## config.mk

```make
export PLATFORM = sky130hd
export DESIGN_NAME = progmem_boot
export DESIGN_NICKNAME = d
export VERILOG_FILES = /design/src/rtl/microcpu_pkg.sv /design/src/rtl/progmem_ram.sv /design/src/rtl/progmem_boot.sv
export SDC_FILE = /design/constraint.sdc
export NUM_CORES = 2
export LEC_CHECK = 0
export CORE_MARGIN = 1
export CORE_UTILIZATION = 39
export CTS_CLUSTER_DIAMETER = 60
export DETAILED_ROUTE_END_ITERATION = 10
export GPL_TIMING_DRIVEN = 0
export PLACE_DENSITY = 0.59
export SKIP_CTS_REPAIR_TIMING = 1
export SLEW_MARGIN = 25
export SYNTH_ARGS = -nofsm -noshare
export SYNTH_HDL_FRONTEND = slang
export SYNTH_SLANG_ARGS = --single-unit
```

## constraint.sdc

```tcl
create_clock -name CLK -period 6.4 [get_ports CLK]
set_clock_uncertainty 0.1 [all_clocks]
set_input_delay 1.28 -clock CLK [delete_from_list [all_inputs] [get_ports CLK]]
set_output_delay 1.28 -clock CLK [all_outputs]
set_load 0.02 [all_outputs]
```

## src/rtl/microcpu_pkg.sv

```systemverilog
// Shared MicroCPU definitions: default bus widths, opcodes used by programs,
// and the boot-loader state encoding.
package microcpu_pkg;

  localparam int unsigned DefDataW = 16;
  localparam int unsigned DefAddrW = 8;

  localparam logic [7:0] OpNop = 8'h00;
  localparam logic [7:0] OpLdi = 8'h02;
  localparam logic [7:0] OpJmp = 8'h0C;
  localparam logic [7:0] OpOut = 8'h0D;

  typedef enum logic [0:0] {
    StIdle = 1'b0,
    StLoad = 1'b1
  } state_e;

endpackage

```

## src/rtl/progmem_ram.sv

```systemverilog
// Single-port synchronous RAM with registered read; maps onto block RAM.
module progmem_ram #(
  parameter int unsigned Width = 16,
  parameter int unsigned Depth = 256,
  parameter int unsigned AddrW = 8
) (
  input  logic             clk_i,
  input  logic             we_i,
  input  logic             re_i,
  input  logic [AddrW-1:0] addr_i,
  input  logic [Width-1:0] wdata_i,
  output logic [Width-1:0] rdata_o
);

  logic [Width-1:0] mem_q [Depth];
  logic [Width-1:0] rdata_q;

  always_ff @(posedge clk_i) begin
    if (we_i) begin
      mem_q[addr_i] <= wdata_i;
    end
    if (re_i) begin
      rdata_q <= mem_q[addr_i];
    end
  end

  assign rdata_o = rdata_q;

endmodule

```

## src/rtl/progmem_boot.sv

```systemverilog
// MicroCPU program memory: byte-wise boot loader writes a RAM, CPU fetches
// read it back with one-cycle latency while no load is in progress.
module progmem_boot
  import microcpu_pkg::*;
#(
  parameter int unsigned DATA_W = DefDataW,
  parameter int unsigned ADDR_W = DefAddrW,
  parameter int unsigned DEPTH  = 256
) (
  input  logic              CLK,
  input  logic              RESET,
  input  logic [ADDR_W-1:0] IP,
  input  logic              FETCH_EN,
  output logic [DATA_W-1:0] DATA,
  output logic              DATA_VALID,
  input  logic              LD_START,
  input  logic [7:0]        LD_BYTE,
  input  logic              LD_STB,
  output logic              LD_BUSY,
  output logic              LD_DONE,
  output logic              LD_ERR,
  output logic              CPU_HOLD,
  output logic [ADDR_W:0]   LD_COUNT
);

  localparam int unsigned NBYTES = DATA_W / 8;
  localparam int unsigned BCW    = (NBYTES > 1) ? $clog2(NBYTES) : 1;
  localparam int unsigned RAW    = (DEPTH > 1) ? $clog2(DEPTH) : 1;
  localparam logic [BCW-1:0]  LastByte = BCW'(NBYTES - 1);
  localparam logic [ADDR_W:0] DepthW   = (ADDR_W + 1)'(DEPTH);

  state_e            state_q, state_d;
  logic [ADDR_W:0]   cnt_q, cnt_d;
  logic [BCW-1:0]    bcnt_q, bcnt_d;
  logic [DATA_W-1:0] asm_q, asm_d, asm_shift;
  logic              err_q, err_d;
  logic              done_q, done_d;
  logic              zero_q, zero_d;
  logic              valid_q, valid_d;
  logic              we, re, ip_ok, full, in_load;
  logic [RAW-1:0]    ram_addr;
  logic [DATA_W-1:0] ram_rdata;

  assign in_load   = (state_q == StLoad);
  assign ip_ok     = ({1'b0, IP} < DepthW);
  // Word count doubles as the write address, so "full" means DEPTH words written.
  assign full      = (cnt_q == DepthW);
  assign asm_shift = (asm_q << 8) | DATA_W'(LD_BYTE);

  // State register
  always_ff @(posedge CLK or negedge RESET) begin
    if (!RESET) begin
      state_q <= StIdle;
    end else begin
      state_q <= state_d;
    end
  end

  // Next-state logic
  always_comb begin
    state_d = state_q;
    unique case (state_q)
      StIdle: if (LD_START) state_d = StLoad;
      StLoad: if (LD_START || (LD_STB && full)) state_d = StIdle;
      default: state_d = StIdle;
    endcase
  end

  // Loader datapath and fetch controls
  always_comb begin
    cnt_d   = cnt_q;
    bcnt_d  = bcnt_q;
    asm_d   = asm_q;
    err_d   = err_q;
    done_d  = 1'b0;
    we      = 1'b0;
    unique case (state_q)
      StIdle: begin
        if (LD_START) begin
          cnt_d  = '0;
          bcnt_d = '0;
          asm_d  = '0;
          err_d  = 1'b0;
        end
      end
      StLoad: begin
        if (LD_START) begin
          // A pending partial word makes the load a failure.
          bcnt_d = '0;
          if (bcnt_q != '0) err_d = 1'b1;
          else              done_d = 1'b1;
        end else if (LD_STB) begin
          if (full) begin
            err_d = 1'b1;
          end else begin
            asm_d = asm_shift;
            if (bcnt_q == LastByte) begin
              we     = 1'b1;
              cnt_d  = cnt_q + 1'b1;
              bcnt_d = '0;
            end else begin
              bcnt_d = bcnt_q + 1'b1;
            end
          end
        end
      end
      default: ;
    endcase

    re      = !in_load && FETCH_EN && ip_ok;
    valid_d = !in_load && FETCH_EN;
    zero_d  = zero_q;
    if (in_load)       zero_d = 1'b1;
    else if (FETCH_EN) zero_d = !ip_ok;
  end

  always_ff @(posedge CLK or negedge RESET) begin
    if (!RESET) begin
      cnt_q   <= '0;
      bcnt_q  <= '0;
      asm_q   <= '0;
      err_q   <= 1'b0;
      done_q  <= 1'b0;
      zero_q  <= 1'b1;
      valid_q <= 1'b0;
    end else begin
      cnt_q   <= cnt_d;
      bcnt_q  <= bcnt_d;
      asm_q   <= asm_d;
      err_q   <= err_d;
      done_q  <= done_d;
      zero_q  <= zero_d;
      valid_q <= valid_d;
    end
  end

  assign ram_addr = in_load ? cnt_q[RAW-1:0] : IP[RAW-1:0];

  progmem_ram #(
    .Width (DATA_W),
    .Depth (DEPTH),
    .AddrW (RAW)
  ) u_ram (
    .clk_i   (CLK),
    .we_i    (we),
    .re_i    (re),
    .addr_i  (ram_addr),
    .wdata_i (asm_shift),
    .rdata_o (ram_rdata)
  );

  // RAM output register is not reset, so a zero flag masks it to NOP.
  assign DATA       = zero_q ? DATA_W'(OpNop) : ram_rdata;
  assign DATA_VALID = valid_q;
  assign LD_BUSY    = in_load;
  assign CPU_HOLD   = in_load;
  assign LD_DONE    = done_q;
  assign LD_ERR     = err_q;
  assign LD_COUNT   = cnt_q;

endmodule

```

==> run_results.csv <==
group,metric,value,unit
logic_synthesis,synth_nets,7406,
global_routing,grt_use_total,23.3,%
setup_path,critPathMaxStageDelay,1.12,ns
timing,finalSetupTns,-4.31,ns
setup_path,rr_worst_depth,10,
floorplanning,core_area,403000,µm²
clock_tree,insertion_delay,1.00,ns
logic_synthesis,yosysUniqueCellTypes,49,
place,globalplace.congestion,0.955,
timing,relSlewSlack,10.7,%
setup_path,r2r_start,"CPU_HOLD",
setup_path,critical_path_arrival,7.38,ns
setup_path,reg2reg_slack,-0.30,ns
logic_synthesis,yosysWarnings,0,
logic_synthesis,synth_flop_cell,"edfxtp_1",
logic_synthesis,synth_xor_area_share,0.0388,%
setup_path,path_cells,"clkdlybuf4s50_1 -> mux2_2 -> buf_2 -> buf_2 -> buf_2 -> buf_2 -> mux4_2 -> nand2_1 -> a41oi_1 -> o41ai_1 -> o2111ai_1",
floorplanning,pin_count,51,
clock_tree,clock_path_buffers,4,
global_routing,grt_start_max_net_pins,109,
logic_synthesis,yosysSeqAreaShare,78.6,%
power,ir_drop,0.000262,V
setup_path,crit_slowest_cell,"o41ai_1",
finish,regArea,124000,µm²
logic_synthesis,synth_top_family_by_area,"multiplexers",
logic_synthesis,synth_compound_gate_area_share,1.94,%
detailed_routing,vias,81500,
logic_synthesis,async_flop_share,0.556,%
logic_synthesis,synth_edf_count,4112,
detailed_routing,drtPass1Iterations,6,
flow_run,cap_violations,0,
floorplanning,die_w,638,µm
global_routing,grt_pass1_vias,81100,
clock_tree,cts_buffers,433,
logic_synthesis,synth_commonest_cells,"edfxtp_1, nand2_1, mux4_2",
finish,fillCellCount,33400,
clock_tree,root_buffer,"clkbuf_16",
floorplanning,start_util,39.2,%
timing,max_freq,142,MHz
place,hpwl,332000,µm
timing,rsz0062_at_grt,"false",
setup_path,cpLargestDelayFamily,"buffers and inverters",
detailed_routing,drc,0,
status,outcome,"finished with violations",
floorplanning,die_area,407000,µm²
setup_path,cp-start-kind,"primary input",
logic_synthesis,synthesis.area,158000,µm²
global_routing,antenna_found_initial,27,
timing,period_share,110,%
finish,num-nets-final,8154,
setup_path,r2r_end,"u_ram.rdata_o[12]",
clock_tree,cts_sinks,4135,
finish,drive_above_1_share,29.2,%
timing,drv_slew,0,
power,power_density,365,nW/µm²
clock_tree,tritoncts,"yes",
timing,final-hold-violation-count,0,
setup_path,crit_type,"in -> reg",
global_routing,grt_overflow,0,
logic_synthesis,yosys.area.top_type,"edfxtp_1",
finish,multiInputGateArea,33400,µm²
power,power.total,67500,µW
floorplanning,rows,233,
logic_synthesis,synth-seq-cells,4135,
logic_synthesis,synth_cells,7380,
logic_synthesis,synth_most_common_cell,"edfxtp_1",
hold_path,hp-class,"in -> async",
logic_synthesis,ys_top_cells_by_area,"edfxtp_1, mux4_2, nand2_1, a41oi_1, nor2_1",
timing,finalWorstSetupSlack,-0.637,ns
setup_path,end_kind,"register",
detailed_routing,first_iter_violations,12200,
global_routing,grt_pass1_wl,658000,µm
clock_tree,htreeDepth,5,
place,port_buffers,50,
timing,period_needed,7.04,ns
setup_path,cp_max_fo,10,
setup_path,worst-path-buf-inv,5,
detailed_routing,wirelength,482000,µm
logic_synthesis,postSynthAreaPerCell,21.4,µm²
logic_synthesis,synthMuxAreaShare,14.6,%
timing,tightest_slew,1.32,ns
logic_synthesis,synth-simple-area-share,3.45,%
power,p_leak,0.0562,µW
detailed_routing,ant_nets,0,
setup_path,crit_required,6.74,ns
detailed_routing,vias_per_cell,5.85,
finish,syn2layout_area_growth,17.3,%
logic_synthesis,synth_top_area_share,78.2,%
setup_path,cp_common_cell,"buf_2",
detailed_routing,wl_per_cell,34.6,µm
logic_synthesis,synth_fa_ha_area_share,0.0396,%
clock_tree,clkTransAtPathRegs,0.06,ns
status,violations,"setup timing",
timing,final-setup-viol-count,69,
finish,final_core_util,46.0,%
floorplanning,die_h,638,µm
==> area by class of cell <==
cell class	instances	area share, %
clock inverters	292	1.53
diodes	16	0.0216
inverters	13	0.0264
multi-input cells	2806	18.0
repair buffers	313	2.54
plain buffers	426	1.15
clock buffers	513	6.07
flip-flops and latches	4135	67.0
well taps	5405	3.65
==> state kept, by name, summed over array words and instances, names as in the netlist <==
name           flops
CPU_HOLD           1
u_ram.mem_q     4096
zero_q             1
DATA_VALID         1
bcnt_q             1
asm_q              8
u_ram.rdata_o     16
LD_COUNT           9
LD_ERR             1
LD_DONE            1
==> cell usage in the layout (no fill, tap or decap), types with 7 or more instances in the layout <==
cell | synthesis | final
edfxtp_1 | 4112 | 4112
nand2_1 | 1072 | 1057
mux4_2 | 1024 | 1024
clkbuf_16 | 0 | 437
a41oi_1 | 256 | 237
clkbuf_1 | 212 | 232
nor2_2 | 2 | 180
buf_6 | 24 | 162
clkinv_1 | 1 | 112
buf_2 | 80 | 87
nor2_4 | 0 | 78
clkinv_2 | 0 | 76
buf_1 | 76 | 67
buf_16 | 0 | 54
buf_8 | 0 | 51
bufinv_16 | 0 | 45
buf_4 | 34 | 41
clkdlybuf4s50_1 | 0 | 41
clkbuf_2 | 0 | 40
o41ai_2 | 0 | 27
buf_12 | 0 | 21
o41ai_1 | 48 | 20
a41oi_2 | 0 | 19
clkinvlp_4 | 0 | 19
inv_6 | 0 | 18
nor2b_1 | 18 | 17
clkbuf_4 | 0 | 17
diode_2 | 0 | 16
nor4_2 | 1 | 16
nor2_1 | 271 | 15
o21ai_0 | 17 | 15
nand2_2 | 0 | 15
dfrtp_1 | 22 | 14
inv_1 | 12 | 12
clkinv_8 | 0 | 12
o2111ai_1 | 16 | 10
dfrtp_4 | 0 | 8
nand3_1 | 7 | 7
==> power by group <==
group,total [µW],internal (µW),switching [µW]
logic,11500,4260,7260
registers,30900,30700,253
clock network,25100,14400,10700
total,67500,49300,18200
==> layer usage <==
metal	track usage (%)	part of all wire (%)	vias to the layer above
li1	-	-	32200
met1	30.6	37	43900
met2	36.6	47	4463
met3	5.70	10	898
met4	11.2	5.4	6
met5	0.201	0.030	-
==> cells by family (layout without fill, tap and decap cells) <==
group,count (synthesis),in the layout
buf+inv,439,1557
flops,4135,4135
xor+xnor,7,7
other cells,0,16
simple gates,1408,1408
compound gates,358,358
fa+ha+maj,5,5
mux,1028,1028
==> stage by stage <==
step	worst slack, ns	hold slack [ns]	std cells	instance area (µm²)
after floorplan	2.13	0.355	7380	158000
after global placement	-5.73	0.397	12800	165000
final	-0.637	0.161	13900	185000
after CTS	-0.473	0.115	13900	185000
after detailed placement	-1.29	0.398	13100	171000
after global routing	0.000429	0.184	13900	185000
==> worst max-delay path by stage <==
stage | start | to | slack, ns | cells after the start
floorplan | IP[0] | u_ram.mem_q[168][0] | 2.13 | 10
global placement | LD_BYTE[5] | u_ram.mem_q[110][5] | -5.73 | 1
detailed placement | IP[0] | u_ram.rdata_o[15] | -1.29 | 10
CTS | CPU_HOLD | u_ram.rdata_o[8] | -0.47 | 9
global route | IP[1] | u_ram.rdata_o[3] | 0.0004 | 11
finish | IP[1] | u_ram.rdata_o[12] | -0.64 | 11
No activity file was read; power rests on OpenSTA's default activity.
